`src/rtl/riscv_defs.sv`:
```
// Shared fetch-side definitions: boot address, fetch FSM states and FIFO entry layout.
package riscv_defs;

    localparam logic [31:0] RESET_PC = 32'h0000_0000;
    localparam logic [31:0] NOP      = 32'h0000_0013;

    typedef enum logic [1:0] {
        REQ,
        WAIT,
        DROP
    } t_fetch_state;

    typedef struct packed {
        logic [31:0] instr;
        logic [31:0] pc;
    } t_fetch_entry;

endpackage

```
`src/rtl/instr_fetch_if.sv`:
```
// Fetch-stage bus: instruction-memory request/response, decode handshake and redirect.
interface instr_fetch_if;

    logic        oImemReq;
    logic [31:0] oImemAddr;
    logic        iImemGnt;
    logic        iImemRvalid;
    logic [31:0] iImemRdata;
    logic        oValid;
    logic        iReady;
    logic [31:0] oInstr;
    logic [31:0] oPc;
    logic        iRedirect;
    logic [31:0] iRedirectPc;

    modport master (
        output oImemReq, oImemAddr, oValid, oInstr, oPc,
        input  iImemGnt, iImemRvalid, iImemRdata, iReady, iRedirect, iRedirectPc
    );

    modport slave (
        input  oImemReq, oImemAddr, oValid, oInstr, oPc,
        output iImemGnt, iImemRvalid, iImemRdata, iReady, iRedirect, iRedirectPc
    );

endinterface

```
`src/rtl/fetch_fifo.sv`:
```
// Two-entry buffer of fetched {instr, pc} pairs; flush wins over push, a pop frees a slot
// for a push in the same cycle.
module fetch_fifo
    import riscv_defs::*;
(
    input  logic         iClk,
    input  logic         iRst,
    input  logic         push,
    input  logic         pop,
    input  logic         flush,
    input  t_fetch_entry din,
    output t_fetch_entry dout,
    output logic         empty,
    output logic [1:0]   free_cnt
);

    t_fetch_entry mem_q [2];
    logic         rd_ptr_q;
    logic         wr_ptr_q;
    logic [1:0]   cnt_q;
    logic         do_pop;
    logic         do_push;

    assign do_pop  = pop && (cnt_q != 2'd0);
    assign do_push = push && ((cnt_q != 2'd2) || do_pop);

    // NOTE: the storage array has no reset; an entry is only observed once cnt_q covers it.
    always_ff @(posedge iClk) begin
        if (do_push && !flush) begin
            mem_q[wr_ptr_q] <= din;
        end
    end

    // NOTE: sequential state uses non-blocking assignments so every flop samples pre-edge values.
    always_ff @(posedge iClk or posedge iRst) begin
        if (iRst) begin
            rd_ptr_q <= 1'b0;
            wr_ptr_q <= 1'b0;
            cnt_q    <= 2'd0;
        end else if (flush) begin
            rd_ptr_q <= 1'b0;
            wr_ptr_q <= 1'b0;
            cnt_q    <= 2'd0;
        end else begin
            if (do_push) wr_ptr_q <= ~wr_ptr_q;
            if (do_pop)  rd_ptr_q <= ~rd_ptr_q;
            cnt_q <= cnt_q + {1'b0, do_push} - {1'b0, do_pop};
        end
    end

    assign dout     = mem_q[rd_ptr_q];
    assign empty    = (cnt_q == 2'd0);
    assign free_cnt = 2'd2 - cnt_q;

endmodule

```
`src/rtl/instr_fetch.sv`:
```
// Instruction fetch stage: PC register, single-outstanding memory requests, two-entry
// buffer towards decode, and redirect handling that squashes in-flight responses.
module instr_fetch
    import riscv_defs::*;
#(
    parameter logic [31:0] BOOT_PC = RESET_PC
) (
    input logic           iClk,
    input logic           iRst,
    instr_fetch_if.master bus
);

    t_fetch_state state_q, state_d;
    logic [31:0]  pc_q, pc_d;
    logic         req_q, req_d;
    logic         fifo_push;
    logic         fifo_pop;
    logic         fifo_empty;
    logic [1:0]   free_cnt;
    logic [1:0]   free_after;
    logic         back_to_back;
    logic         issue;
    t_fetch_entry fifo_din;
    t_fetch_entry fifo_dout;
    logic         unused_redirect_lsbs;

    assign unused_redirect_lsbs = ^bus.iRedirectPc[1:0];

    // A transfer coinciding with a redirect is squashed by decode, so it must not pop.
    assign fifo_pop  = !fifo_empty && bus.iReady && !bus.iRedirect;
    assign fifo_push = (state_q == WAIT) && bus.iImemRvalid && !bus.iRedirect;

    // The address is always a register; the request may also be raised by a response that
    // leaves a slot free, so the next fetch issues in the same cycle. Grant never feeds back.
    assign back_to_back = fifo_push && ((free_cnt == 2'd2) || ((free_cnt == 2'd1) && fifo_pop));
    assign bus.oImemReq  = req_q || back_to_back;
    assign bus.oImemAddr = pc_q;
    assign issue         = bus.oImemReq && bus.iImemGnt;

    assign free_after = bus.iRedirect ? 2'd2
                                      : free_cnt + {1'b0, fifo_pop} - {1'b0, fifo_push};

    // pc_q has already stepped past the outstanding request when its response returns.
    assign fifo_din = '{instr: bus.iImemRdata, pc: pc_q - 32'd4};

    // NOTE: every always_comb output gets a default first, so no path can infer a latch.
    always_comb begin
        state_d = state_q;
        pc_d    = pc_q;
        if (bus.iRedirect) begin
            pc_d = {bus.iRedirectPc[31:2], 2'b00};
            if (state_q == REQ) begin
                state_d = issue ? DROP : REQ;
            end else begin
                state_d = bus.iImemRvalid ? REQ : DROP;
            end
        end else if (issue) begin
            state_d = WAIT;
            pc_d    = pc_q + 32'd4;
        end else if ((state_q != REQ) && bus.iImemRvalid) begin
            state_d = REQ;
        end
        req_d = (state_d == REQ) && (free_after != 2'd0);
    end

    always_ff @(posedge iClk or posedge iRst) begin
        if (iRst) begin
            state_q <= REQ;
            pc_q    <= BOOT_PC;
            req_q   <= 1'b0;
        end else begin
            state_q <= state_d;
            pc_q    <= pc_d;
            req_q   <= req_d;
        end
    end

    fetch_fifo u_fifo (
        .iClk     (iClk),
        .iRst     (iRst),
        .push     (fifo_push),
        .pop      (fifo_pop),
        .flush    (bus.iRedirect),
        .din      (fifo_din),
        .dout     (fifo_dout),
        .empty    (fifo_empty),
        .free_cnt (free_cnt)
    );

    assign bus.oValid = !fifo_empty;
    assign bus.oInstr = fifo_empty ? 32'd0 : fifo_dout.instr;
    assign bus.oPc    = fifo_empty ? 32'd0 : fifo_dout.pc;

endmodule

```
`src/flat_wrapper.sv`:
```
// flat-port wrapper written by rule: the top's interface ports become plain ports
module instr_fetch_flat import riscv_defs::*;
#(
    parameter logic [31:0] BOOT_PC = RESET_PC
)
  (iClk, iRst, bus_oImemReq, bus_oImemAddr, bus_oValid, bus_oInstr, bus_oPc, bus_iImemGnt, bus_iImemRvalid, bus_iImemRdata, bus_iReady, bus_iRedirect, bus_iRedirectPc);
  instr_fetch_if bus_i ();
  input logic iClk;
  input logic iRst;
  output wire logic [$bits(bus_i.oImemReq)-1:0] bus_oImemReq;
  output wire logic [$bits(bus_i.oImemAddr)-1:0] bus_oImemAddr;
  output wire logic [$bits(bus_i.oValid)-1:0] bus_oValid;
  output wire logic [$bits(bus_i.oInstr)-1:0] bus_oInstr;
  output wire logic [$bits(bus_i.oPc)-1:0] bus_oPc;
  input wire logic [$bits(bus_i.iImemGnt)-1:0] bus_iImemGnt;
  input wire logic [$bits(bus_i.iImemRvalid)-1:0] bus_iImemRvalid;
  input wire logic [$bits(bus_i.iImemRdata)-1:0] bus_iImemRdata;
  input wire logic [$bits(bus_i.iReady)-1:0] bus_iReady;
  input wire logic [$bits(bus_i.iRedirect)-1:0] bus_iRedirect;
  input wire logic [$bits(bus_i.iRedirectPc)-1:0] bus_iRedirectPc;
  assign bus_oImemReq = bus_i.oImemReq;
  assign bus_oImemAddr = bus_i.oImemAddr;
  assign bus_oValid = bus_i.oValid;
  assign bus_oInstr = bus_i.oInstr;
  assign bus_oPc = bus_i.oPc;
  assign bus_i.iImemGnt = bus_iImemGnt;
  assign bus_i.iImemRvalid = bus_iImemRvalid;
  assign bus_i.iImemRdata = bus_iImemRdata;
  assign bus_i.iReady = bus_iReady;
  assign bus_i.iRedirect = bus_iRedirect;
  assign bus_i.iRedirectPc = bus_iRedirectPc;
  instr_fetch #(.BOOT_PC(BOOT_PC)) u_core (.iClk(iClk), .iRst(iRst), .bus(bus_i));
endmodule
```
`config.mk`:
```
export PLATFORM = sky130hd
export DESIGN_NAME = instr_fetch_flat
export DESIGN_NICKNAME = d
export VERILOG_FILES = /design/src/rtl/riscv_defs.sv /design/src/rtl/instr_fetch_if.sv /design/src/rtl/fetch_fifo.sv /design/src/rtl/instr_fetch.sv /design/src/flat_wrapper.sv
export SDC_FILE = /design/constraint.sdc
export NUM_CORES = 1
export LEC_CHECK = 0
export ABC_AREA = 1
export CORE_ASPECT_RATIO = 0.8
export CORE_UTILIZATION = 56
export DETAILED_ROUTE_END_ITERATION = 10
export PLACE_DENSITY_LB_ADDON = 0.1
export SLEW_MARGIN = 40
export SYNTH_ARGS = -nofsm -noshare
export SYNTH_HDL_FRONTEND = slang
export SYNTH_SLANG_ARGS = --single-unit
```
`constraint.sdc`:
```
create_clock -name iClk -period 11.6 [get_ports iClk]
set_clock_uncertainty 0.2 [all_clocks]
set_input_delay 1.74 -clock iClk [delete_from_list [all_inputs] [get_ports iClk]]
set_output_delay 1.74 -clock iClk [all_outputs]
set_load 0.02 [all_outputs]
```
Yosys cells after proc, flatten, opt, wreduce, memory -nomap -nowiden
Memories as Yosys holds them, arrays and structs flattened.
Index checks and enable logic that the tools add are counted.
{"block": "word_totals", "reg_bits": 39, "latchBits": 0, "mem_bits_rw": 128, "romBits": 0, "output_inout_bits": 98, "wordCells": 64, "memories": 1}
{"memory": "u_core.u_fifo.mem_q", "words": 2, "word_bits": 64, "read_ports": 1, "rd_ports_with_merged_regs": 0, "write_ports": 1, "line": "fetch_fifo.sv:17", "text": "t_fetch_entry mem_q [2];"}
{"block": "classes", "add_sub_neg": 7, "multipliers": 0, "div": 0, "magnitude_cmp": 0, "n_eq_ne": 4, "n_shift": 0, "mux": 18, "bitwise": 2, "reduce_logical": 26}
{"operator": "$mux 32", "n": 4}
{"operator": "$add 32x3->32 const B", "n": 1}
{"operator": "$sub 32x3->32 const B", "n": 1}
{"operator": "$mux 2", "n": 8}
{"operator": "$logic_and 1x1->1", "n": 12}
{"operator": "$reduce_bool 2->1", "n": 6}
{"operator": "$logic_not 2->1", "n": 3}
{"operator": "$mux 1", "n": 6}
{"operator": "$add 2x1->2", "n": 2}
{"operator": "$eq 2x1->1 const B", "n": 2}
{"operator": "$sub 2x1->2", "n": 2}
{"operator": "$logic_or 1x1->1", "n": 3}
{"operator": "$eq 2x2->1 const B", "n": 1}
{"operator": "$logic_not 1->1", "n": 2}
{"operator": "$ne 2x2->1 const B", "n": 1}
{"operator": "$not 1->1", "n": 2}
{"operator": "$sub 2x2->2 const A", "n": 1}

Depth between registers and ports, before layout
Gate-level depths: netlist of run 1.
{"block": "depth", "depth_word": 14, "ltp_mapped": 14, "ltp_nobuf": 13}

Cells and area by module
A second synthesis of run 1 with hierarchy kept.
{"block": "unflattened", "cells_unflattened": 879, "hier_area_um2": 8669.6}
{"module": "fetch_fifo", "n_inst": 1, "cells_each": 240, "area_per_inst_um2": 5054.8, "seq_area_each_um2": 3943.8}
{"module": "instr_fetch", "n_inst": 1, "cells_each": 639, "area_per_inst_um2": 3614.7, "seq_area_each_um2": 825.8}

Worst setup path after synthesis of run 1
No wires, ideal clock.
{"block": "synth_timing", "kind": "input-to-reg", "from": "input port bus_iImemRvalid", "to": "memory u_core.u_fifo.mem_q[0][10] (netlist bit) (enable)", "t_arrival_ns": 4.732, "setup_slack_ns": 6.186, "stages": 4, "n_path_buf": 0, "path_cell_list": "nand2_1 > nor3_4 > nand2_1 > nor2_1"}
{"block": "synth_between", "elab_chain_len": 6}
{"item": "from (decl)", "line": "flat_wrapper.sv:16", "text": "input wire logic [$bits(bus_i.iImemRvalid)-1:0] bus_iImemRvalid;"}
{"item": "$logic_and 1x1->1 (2 in series)", "line": "instr_fetch.sv:31", "text": "assign fifo_push = (state_q == WAIT) && bus.iImemRvalid && !bus.iRedirect;"}
{"item": "$logic_and 1x1->1", "line": "fetch_fifo.sv:25", "text": "assign do_push = push && ((cnt_q != 2'd2) || do_pop);"}
{"item": "$logic_and 1x1->1", "line": "fetch_fifo.sv:29", "text": "if (do_push && !flush) begin"}
{"item": "$mux 1", "line": "fetch_fifo.sv:29"}
{"item": "$mux 1 (implied by the code)", "line": "fetch_fifo.sv:30", "text": "mem_q[wr_ptr_q] <= din;"}
{"item": "to (decl)", "line": "fetch_fifo.sv:17"}
No other way between the ends.

Final worst setup path of run 1
{"block": "layout_timing", "from": "input port bus_iRedirect", "to": "output port bus_oImemReq"}
{"block": "layout_between", "elab_chain_len": 6}
{"item": "from (decl)", "line": "flat_wrapper.sv:19", "text": "input wire logic [$bits(bus_i.iRedirect)-1:0] bus_iRedirect;"}
{"item": "$logic_not 1->1 *", "line": "instr_fetch.sv:30, instr_fetch.sv:31"}
{"item": "$logic_and 1x1->1", "line": "instr_fetch.sv:30", "text": "assign fifo_pop = !fifo_empty && bus.iReady && !bus.iRedirect;"}
{"item": "$logic_and 1x1->1", "line": "instr_fetch.sv:35", "text": "assign back_to_back = fifo_push && ((free_cnt == 2'd2) || ((free_cnt == 2'd1) && fifo_pop));"}
{"item": "$logic_or 1x1->1", "line": "instr_fetch.sv:35"}
{"item": "$logic_and 1x1->1 *", "line": "instr_fetch.sv:35"}
{"item": "$logic_or 1x1->1 *", "line": "instr_fetch.sv:36", "text": "assign bus.oImemReq = req_q || back_to_back;"}
{"item": "to (decl)", "line": "flat_wrapper.sv:10", "text": "output wire logic [$bits(bus_i.oImemReq)-1:0] bus_oImemReq;"}
Every way passes the cells marked *; elsewhere a longest branch is shown, timed or not.

==> results of run 1 <==
[per-layer routing]
layer	routed length, µm	global-route usage, %	vias to the layer above
li1	-	-	3179
met5	0	0	-
met2	8770	43.7	267
met1	8270	35.0	3031
met4	267	7.94	0
met3	1550	7.10	23
[final cells by class]
type,instances,area [µm²]
Tap cell,180,225
Inverter,50,191
Clock inverter,13,175
Sequential cell,161,4650
Fill cell,1005,3430
Multi-Input combinational cell,624,3010
Clock buffer,19,433
Timing Repair Buffer,167,1670
[power breakdown]
| part | switching (mW) | internal [mW] | leakage (nW) |
|---|---|---|---|
| Sequential | 0.0622 | 0.671 | 1.58 |
| Clock | 0.228 | 0.343 | 0.294 |
| Combinational | 0.274 | 0.182 | 2.17 |
[sequential cells by signal, summed over array words and instances (netlist names)]
name,count
u_core.req_q,1
u_core.u_fifo.rd_ptr_q,1
u_core.bus.oImemAddr,30
u_core.u_fifo.cnt_q,2
u_core.u_fifo.wr_ptr_q,1
u_core.state_q,2
u_core.u_fifo.mem_q,124
[worst paths after layout]
check	depth (start not counted)	end	start	slack (ps)
worst max-delay path	8	bus_oImemReq	bus_iRedirect	6050
worst min-delay path	2	u_core.state_q[0]$_DFF_PP0_	u_core.state_q[0]$_DFF_PP0_	400
worst max register to register	8	u_core.u_fifo.mem_q[0][39]$_DFFE_PP_	u_core.u_fifo.cnt_q[0]$_DFF_PP0_	9090
worst min register to register	2	u_core.state_q[0]$_DFF_PP0_	u_core.state_q[0]$_DFF_PP0_	400
max in group asynchronous	3	u_core.u_fifo.rd_ptr_q$_DFFE_PP0P_	iRst	9300
min in group asynchronous	3	u_core.bus.oImemAddr[4]$_DFFE_PP0P_	iRst	1530
[stage by stage]
| step | std cells | setup WS [ps] |
|---|---|---|
| 4_1_cts | 1213 | 6040 |
| 2_1_floorplan | 881 | 6190 |
| 3_5_place_dp | 1181 | 6040 |
| 3_3_place_gp | 1181 | 6070 |
| 5_1_grt | 1214 | 5890 |
| 6_report | 1214 | 6050 |
[cells by family (layout without fill, tap and decap cells)]
logic type,after synthesis,count (layout)
compound gates,82,82
xor+xnor,37,37
fa+ha+maj,9,9
buf+inv,96,249
flops,161,161
other cells,1,4
simple gates,492,492
[cell usage in the layout, fill, tap and decap left out, types with 2 or more instances in the layout]
master           netlist  final
bufinv_16              0      3
o21ai_0               74     74
xor2_1                34     34
ha_1                   9      9
xnor2_1                3      3
nor3_1                16     16
clkbuf_1              23      2
nor2_2                 4      4
nand3b_1               5      5
buf_4                  4      5
nand2_2                5      5
conb_1                 1      4
inv_6                  0      3
dfrtp_1               37     36
clkbuf_16              0     17
clkinv_4               0      4
nand3_1               55     55
nand2_4                2      2
nor2_1               195    193
nand2_1              189    189
nand3_2                2      2
nor2_4                 3      5
inv_1                 45     45
clkinv_2               1      2
nor3_2                 5      5
inv_2                  4      3
nor3_4                 2      2
clkdlybuf4s50_1        0    161
o211ai_1               6      6
edfxtp_1             124    124
nand4_1                7      7
[worst max-delay path, cell delays in order]
cell and delay (ps):
clkdlybuf4s50_1 460, buf_4 380, inv_2 170, nand4_1 100
nand2_1 70, nand2_2 80, nand2_4 60, clkdlybuf4s50_1 530
==> results.toml, run 1 <==
[yosys]
synth_seq_cells = 161
synth_area_um2 = 8070
synth_compound_area_share_pct = 5.27
synth_top_family_by_area = "simple AND/OR/NAND/NOR gates"
synth.area.top_cells = "edfxtp_1, dfrtp_1, nor2_1"
yosysSeqAreaShare_pct = 57.6
synthCells = 878
synth_top_area_share_pct = 46.1
synth_mux_area_share_pct = 0
synth-adder-area-share_pct = 1.40
synthSimpleGateAreaFrac_pct = 26.3
ys.flop_type = "edfxtp_1"
synth_edf_count = 124
synthArstFlopShare_pct = 23.0
yosysUniqueCellTypes = 34
synth.most_common_cell = "nor2_1"
yosys.area_share.xor_xnor_pct = 4.01
ys_warn_count = 0
syn_avg_cell_area_um2 = 9.19
synth_top_cells_by_count = "nor2_1, nand2_1, edfxtp_1, o21ai_0, nand3_1"
synth_top_cell_by_area = "edfxtp_1"

[global_route]
track_usage_pct = 26.7
antenna_found_initial = 0
grt_pass1_wl_mm = 30.1
first_global_vias = 6096
overflow = 0
grt_max_degree = 65

[timing]
worstMarginPinSlew_ps = 817
finalSetupViolations = 0
fmax_mhz = 180
fin_setup_tns_ps = 0
drv_slew = 0
hold_ws_ps = 401
fin_crit_ps = 5550
period_share_pct = 47.8
final-hold-violation-count = 0
rsz0062_at_grt = "false"
slew_headroom_pct = 45.5

[cells_and_area]
nets = 1100
final_area_um2 = 10400
layout-drive-gt1-share_pct = 6.58
diodes = 0
final_util_pct = 75.1
syn2layout_area_growth_pct = 28.3

[clock_tree]
clock-sinks = 161
htree_levels = 4
numCtsBuffers = 17
post_cts_buffers = 0
clock_path_buffers = 2
cts_root_buf = "clkbuf_16"
clkTransAtPathRegs_ps = 60
clock_latency_ps = 420
cts_tree = "done"
postCtsHoldBufs = 0
cts_resized = 0

[critical_path]
cp.required_ps = 9660
crit_type = "in2out"
end_kind = "primary output"
cp_max_fo = 39
startpoint_type = "primary input"
arrival_ps = 3610

[floorplan]
die_area_um2 = 14900
die_x_um = 136
num_io_pins = 168
initial_utilization_pct = 58.5
rows = 38
core_area_um2 = 13800
die_h_um = 109

[routing]
wirelength_mm = 18.9
dr_total_vias = 6500
post_drt_wl_per_cell_um = 15.5
via_per_inst = 5.35
drt-initial-drc-count = 554
ant_nets = 0
drc_errors = 0
drt_pass1_iterations = 5

[run_status]
status = "finished, final reports clean"

[pwr]
vdd_ir_drop_max_v = 0.000108
power.leakage_nw = 4.05
total_power_mw = 1.76
power.density_nw_per_um2 = 170

[worst_hold_path]
hold_path_class = "reg2reg"

[place]
globalplace.congestion = 0.934
port_buffers = 161
place_area_um2 = 9730
post-dp-hpwl_mm = 12.6

[job]
cap_violations = 0
Power figures use the tool's default switching activity.
==> inputs of run 2 (changes only) <==
CORE_UTILIZATION = 52   (was 56)
clock period = 5.6 ns   (was 11.6 ns; I/O delays follow)
==> run 2 against run 1 <==
Net effect: die area grew 7.6%; clock-buffer cell count decreased by 2; core utilization fell by 6.3 points; combinational power rose by 110%; first-iteration DRC count decreased by 30%; final cell count increased by 2.7%; via count shrank 1.3%; critical path depth is the same; power grew 100%.
==> results.toml, run 2 (synthesized netlist as in run 1, its figures left out) <==
[routing]
drc_errors = 0
drt-initial-drc-count = 389
post_drt_wl_per_cell_um = 15.2
ant_nets = 0
wirelength_mm = 18.9
via_per_inst = 5.15
dr_total_vias = 6417
drt_pass1_iterations = 5

[clock_tree]
postCtsHoldBufs = 0
clock_path_buffers = 2
htree_levels = 4
post_cts_buffers = 0
clock_latency_ps = 430
clock-sinks = 161
cts_tree = "done"
cts_resized = 0
cts_root_buf = "clkbuf_16"
numCtsBuffers = 17
clkTransAtPathRegs_ps = 60

[critical_path]
r2r_setup_slack_ps = 3060
cp-startpoint = "bus_iRedirect"
worstReg2RegEnd = "u_core.u_fifo.mem_q[0][48]$_DFFE_PP_"
crit_type = "in2out"
endpoint = "bus_oImemReq"
end_kind = "primary output"
arrival_ps = 2960
cp_max_fo = 29
cp.required_ps = 4560
startpoint_type = "primary input"
reg2reg_depth = 9
r2r_start = "u_core.u_fifo.cnt_q[1]$_DFF_PP0_"

[timing]
fin_setup_tns_ps = 0
finalSetupViolations = 0
final-hold-violation-count = 0
worst_slack_ps = 1600
fmax_mhz = 250
slew_headroom_pct = 47.3
worstMarginPinSlew_ps = 789
rsz0062_at_grt = "false"
drv_slew = 0
fin_crit_ps = 4000
period_share_pct = 71.4

[run_status]
status = "finished, final reports clean"

[global_route]
grt_use_met1_pct = 34.6
grt_max_degree = 64
track_usage_pct = 25.0
antenna_found_initial = 0
use_met2_pct = 38.9
overflow = 0
first_global_vias = 5989
grt.busiest_layer = "met2"
grtUsageMet3_pct = 6.51
grt_pass1_wl_mm = 30.4

[pwr]
power.density_nw_per_um2 = 339
total_power_mw = 3.52
vdd_ir_drop_max_v = 0.000205
power.leakage_nw = 4.04

[cells_and_area]
regMostFlops = "u_core.u_fifo.mem_q"
layout-drive-gt1-share_pct = 6.85
final_cell_mix = "nor2_1, nand2_1, clkdlybuf4s50_1"
final_common_cell = "nor2_1"
syn2layout_area_growth_pct = 28.4
num-fill-cells = 1216
largest_reg_flops = 124
diodes = 0
final_util_pct = 68.8
nets = 1104

[place]
globalplace.congestion = 0.897
port_buffers = 161
post-dp-hpwl_mm = 12.8
post-place-ws_ps = 1580

[floorplan]
core_area_um2 = 15100
rows = 40
num_io_pins = 168
die_x_um = 141
die_area_um2 = 16000
initial_utilization_pct = 53.6
die_h_um = 113

[worst_hold_path]
hold_path_class = "reg2reg"

[job]
cap_violations = 0
==> run 2: through the flow <==
step                hold WS (ps)  cells  cell area, µm²
floorplan                    282    881            8080
global placement             354   1214            9790
detailed placement           371   1214            9790
CTS                          383   1245           10300
global route                 416   1247           10400
finish                       377   1247           10400
==> run 2: cell type report <==
| cell class | count | area, µm² | share of cell area (%) |
|---|---|---|---|
| timing repair buffer | 171 | 1720 | 16.6 |
| inverter | 50 | 189 | 1.82 |
| sequential | 161 | 4650 | 44.9 |
| clock inverter | 14 | 105 | 1.01 |
| multi-input combinational | 624 | 3010 | 29.1 |
| clock buffer | 17 | 425 | 4.10 |
| tap | 210 | 263 | 2.54 |
==> run 2: worst min path at each step <==
| stage | startpoint | to | slack, ps | depth (start not counted) |
|---|---|---|---|---|
| after global placement | u_core.u_fifo.wr_ptr_q$_DFFE_PP0P_ | u_core.u_fifo.wr_ptr_q$_DFFE_PP0P_ | 350 | 1 |
| after floorplan | u_core.u_fifo.wr_ptr_q$_DFFE_PP0P_ | u_core.u_fifo.wr_ptr_q$_DFFE_PP0P_ | 280 | 1 |
| after CTS | u_core.u_fifo.wr_ptr_q$_DFFE_PP0P_ | u_core.u_fifo.wr_ptr_q$_DFFE_PP0P_ | 380 | 1 |
| after detailed placement | u_core.u_fifo.wr_ptr_q$_DFFE_PP0P_ | u_core.u_fifo.wr_ptr_q$_DFFE_PP0P_ | 370 | 1 |
| final | u_core.u_fifo.wr_ptr_q$_DFFE_PP0P_ | u_core.u_fifo.wr_ptr_q$_DFFE_PP0P_ | 380 | 1 |
| after global routing | u_core.state_q[0]$_DFF_PP0_ | u_core.state_q[0]$_DFF_PP0_ | 420 | 2 |
==> run 2: worst max-delay path: stages <==
cell             delay [ps]
clkdlybuf4s50_1         740
buf_4                   390
inv_2                   150
nand4_1                 100
nand2_1                  70
nand2_2                  70
nand2_4                  60
clkdlybuf4s50_1         530
==> run 2: routing by layer <==
metal  part of all wire [%]  vias to the layer above
met5                      0                        -
met4                    1.5                        0
met3                    7.6                       22
met2                     44                      220
met1                     46                     2988
li1                       -                     3187
==> run 2: where the power goes <==
group	internal [mW]	total, mW	switching, mW
clock network	0.570	1.05	0.482
registers	1.39	1.50	0.111
logic	0.381	0.963	0.583
total	2.34	3.52	1.18
==> inputs of run 3 (changes only) <==
clock period = 4.2 ns   (was 5.6 ns; I/O delays follow)
==> run 3 against run 2 <==
Net effect: power increased by 37%; register-to-register slack got worse by 1400 ps; final area increased by 0.34%; largest power group unchanged; die area unchanged; combinational power increased by 32%; clock-buffer cell count increased by 1; final cell count decreased by 0.16%; via count decreased by 1.0%; sequential share of layout area decreased by 0.15 points; critical path depth decreased by 1.
==> results.toml, run 3 (synthesized netlist as in run 1, its figures left out) <==
[clock_tree]
post_cts_buffers = 0
clock_path_buffers = 2
clkTransAtPathRegs_ps = 60
cts_tree = "done"
clock_latency_ps = 430
htree_levels = 4
clock-sinks = 161
numCtsBuffers = 17
cts_resized = 0
cts_root_buf = "clkbuf_16"
postCtsHoldBufs = 0

[cells_and_area]
nets = 1101
final_area_um2 = 10400
largest_reg_flops = 124
layout-drive-gt1-share_pct = 6.67
regArea_um2 = 4650
regMostFlops = "u_core.u_fifo.mem_q"
final_common_cell = "nor2_1"
final_cell_mix = "nor2_1, nand2_1, clkdlybuf4s50_1"
diodes = 0
num-fill-cells = 1195
syn2layout_area_growth_pct = 28.8
multi_input_area_um2 = 3010

[floorplan]
num_io_pins = 168
die_x_um = 141
initial_utilization_pct = 53.6
rows = 40
die_h_um = 113
core_area_um2 = 15100
die_area_um2 = 16000

[timing]
hold_ws_ps = 392
fin_crit_ps = 3500
rsz0062_at_grt = "false"
final-hold-violation-count = 0
worstMarginPinSlew_ps = 564
drv_slew = 0
finalSetupViolations = 0
period_share_pct = 83.3
fmax_mhz = 286
slew_headroom_pct = 62.4

[critical_path]
crit_type = "reg2out"
crit_path_frequent_cell = "inv_1"
slowest_delay_ps = 630
cp_max_fo = 63
arrival_ps = 2670
path_buf_inv = 4
path_delay_family = "buffers and inverters"
end_kind = "primary output"
cpMaxStageDelayCell = "clkdlybuf4s50_1"
worstPathCellList = "inv_1 -> ha_1 -> inv_1 -> buf_4 -> o21ai_0 -> nor2_1 -> clkdlybuf4s50_1"
startpoint_type = "flip-flop"
cp.required_ps = 3370

[global_route]
first_global_vias = 6065
grt_pass1_wl_mm = 30.4
grt_max_degree = 64
track_usage_pct = 24.8
antenna_found_initial = 0
overflow = 0

[pwr]
vdd_ir_drop_max_v = 0.000308
total_power_mw = 4.80
power.density_nw_per_um2 = 462
power.leakage_nw = 4.05

[routing]
drt_pass1_iterations = 5
drc_errors = 0
drt-initial-drc-count = 323
ant_nets = 0
via_per_inst = 5.10
dr_total_vias = 6351
wirelength_mm = 18.7
post_drt_wl_per_cell_um = 15.0

[place]
globalplace.congestion = 0.925
port_buffers = 161
post-dp-hpwl_mm = 12.9
place_area_um2 = 9820

[worst_hold_path]
hold_path_class = "reg2reg"

[run_status]
status = "finished, final reports clean"

[job]
cap_violations = 0
## run 3: changes by cell type in the layout (fill, tap and decap cells not counted)
cell,delta
buf_12,+2
clkinv_4,+1
bufinv_16,+2
clkbuf_1,+1
clkinvlp_4,-1
clkinv_1,-1
inv_6,-1
buf_4,-4
buf_16,-1
## run 3: layer usage
metal / vias to the layer above / wire length, µm / global-route usage, %
met3: 16 / 1110 / 4.41
met5: - / 0 / 0
met1: 2946 / 8720 / 33.7
met2: 205 / 8600 / 40.3
li1: 3184 / - / -
met4: 0 / 256 / 8.91
## run 3: where the power goes
group	total, mW	internal [mW]	switching (mW)
logic	1.27	0.507	0.760
clock network	1.53	0.885	0.640
registers	2.01	1.85	0.160
total	4.80	3.24	1.56
## run 3: final timing paths
path | start | to | slack [ps] | cells after the start
setup / recovery | u_core.u_fifo.cnt_q[0]$_DFF_PP0_ | bus_oPc[22] | 700 | 7
hold / removal | u_core.u_fifo.wr_ptr_q$_DFFE_PP0P_ | u_core.u_fifo.wr_ptr_q$_DFFE_PP0P_ | 390 | 1
setup reg to reg | u_core.u_fifo.cnt_q[0]$_DFF_PP0_ | u_core.u_fifo.mem_q[1][19]$_DFFE_PP_ | 1660 | 8
hold reg to reg | u_core.u_fifo.wr_ptr_q$_DFFE_PP0P_ | u_core.u_fifo.wr_ptr_q$_DFFE_PP0P_ | 390 | 1
max in group asynchronous | iRst | u_core.u_fifo.rd_ptr_q$_DFFE_PP0P_ | 3000 | 3
min in group asynchronous | iRst | u_core.state_q[1]$_DFF_PP0_ | 410 | 3
## run 3: cell type report
cell class / count / area share [%]
repair buffers: 168 / 16.4
inverters: 50 / 1.82
clock buffers: 18 / 4.13
clock inverters: 14 / 1.48
flip-flops and latches: 161 / 44.7
well taps: 210 / 2.53
multi-input cells: 624 / 29.0
## run 3: metrics by stage
stage / setup slack (ps) / util [%] / TNS (ps) / instances
6_report: 701 / 69.0 / 0 / 1245
5_1_grt: 463 / 69.0 / 0 / 1245
4_1_cts: 660 / 69.0 / 0 / 1245
3_5_place_dp: 903 / 65.2 / 0 / 1213
3_3_place_gp: 895 / 65.2 / 0 / 1213
2_1_floorplan: -188 / - / -23280 / 881
## run 3: worst reg2reg max path, stage by stage, from the launching register on
cell     delay, ps
dfrtp_1        400
inv_1          100
ha_1           180
inv_1           90
nand2_1        110
nand2_1        100
nand2_1        180
nor2_4         500
buf_12         330
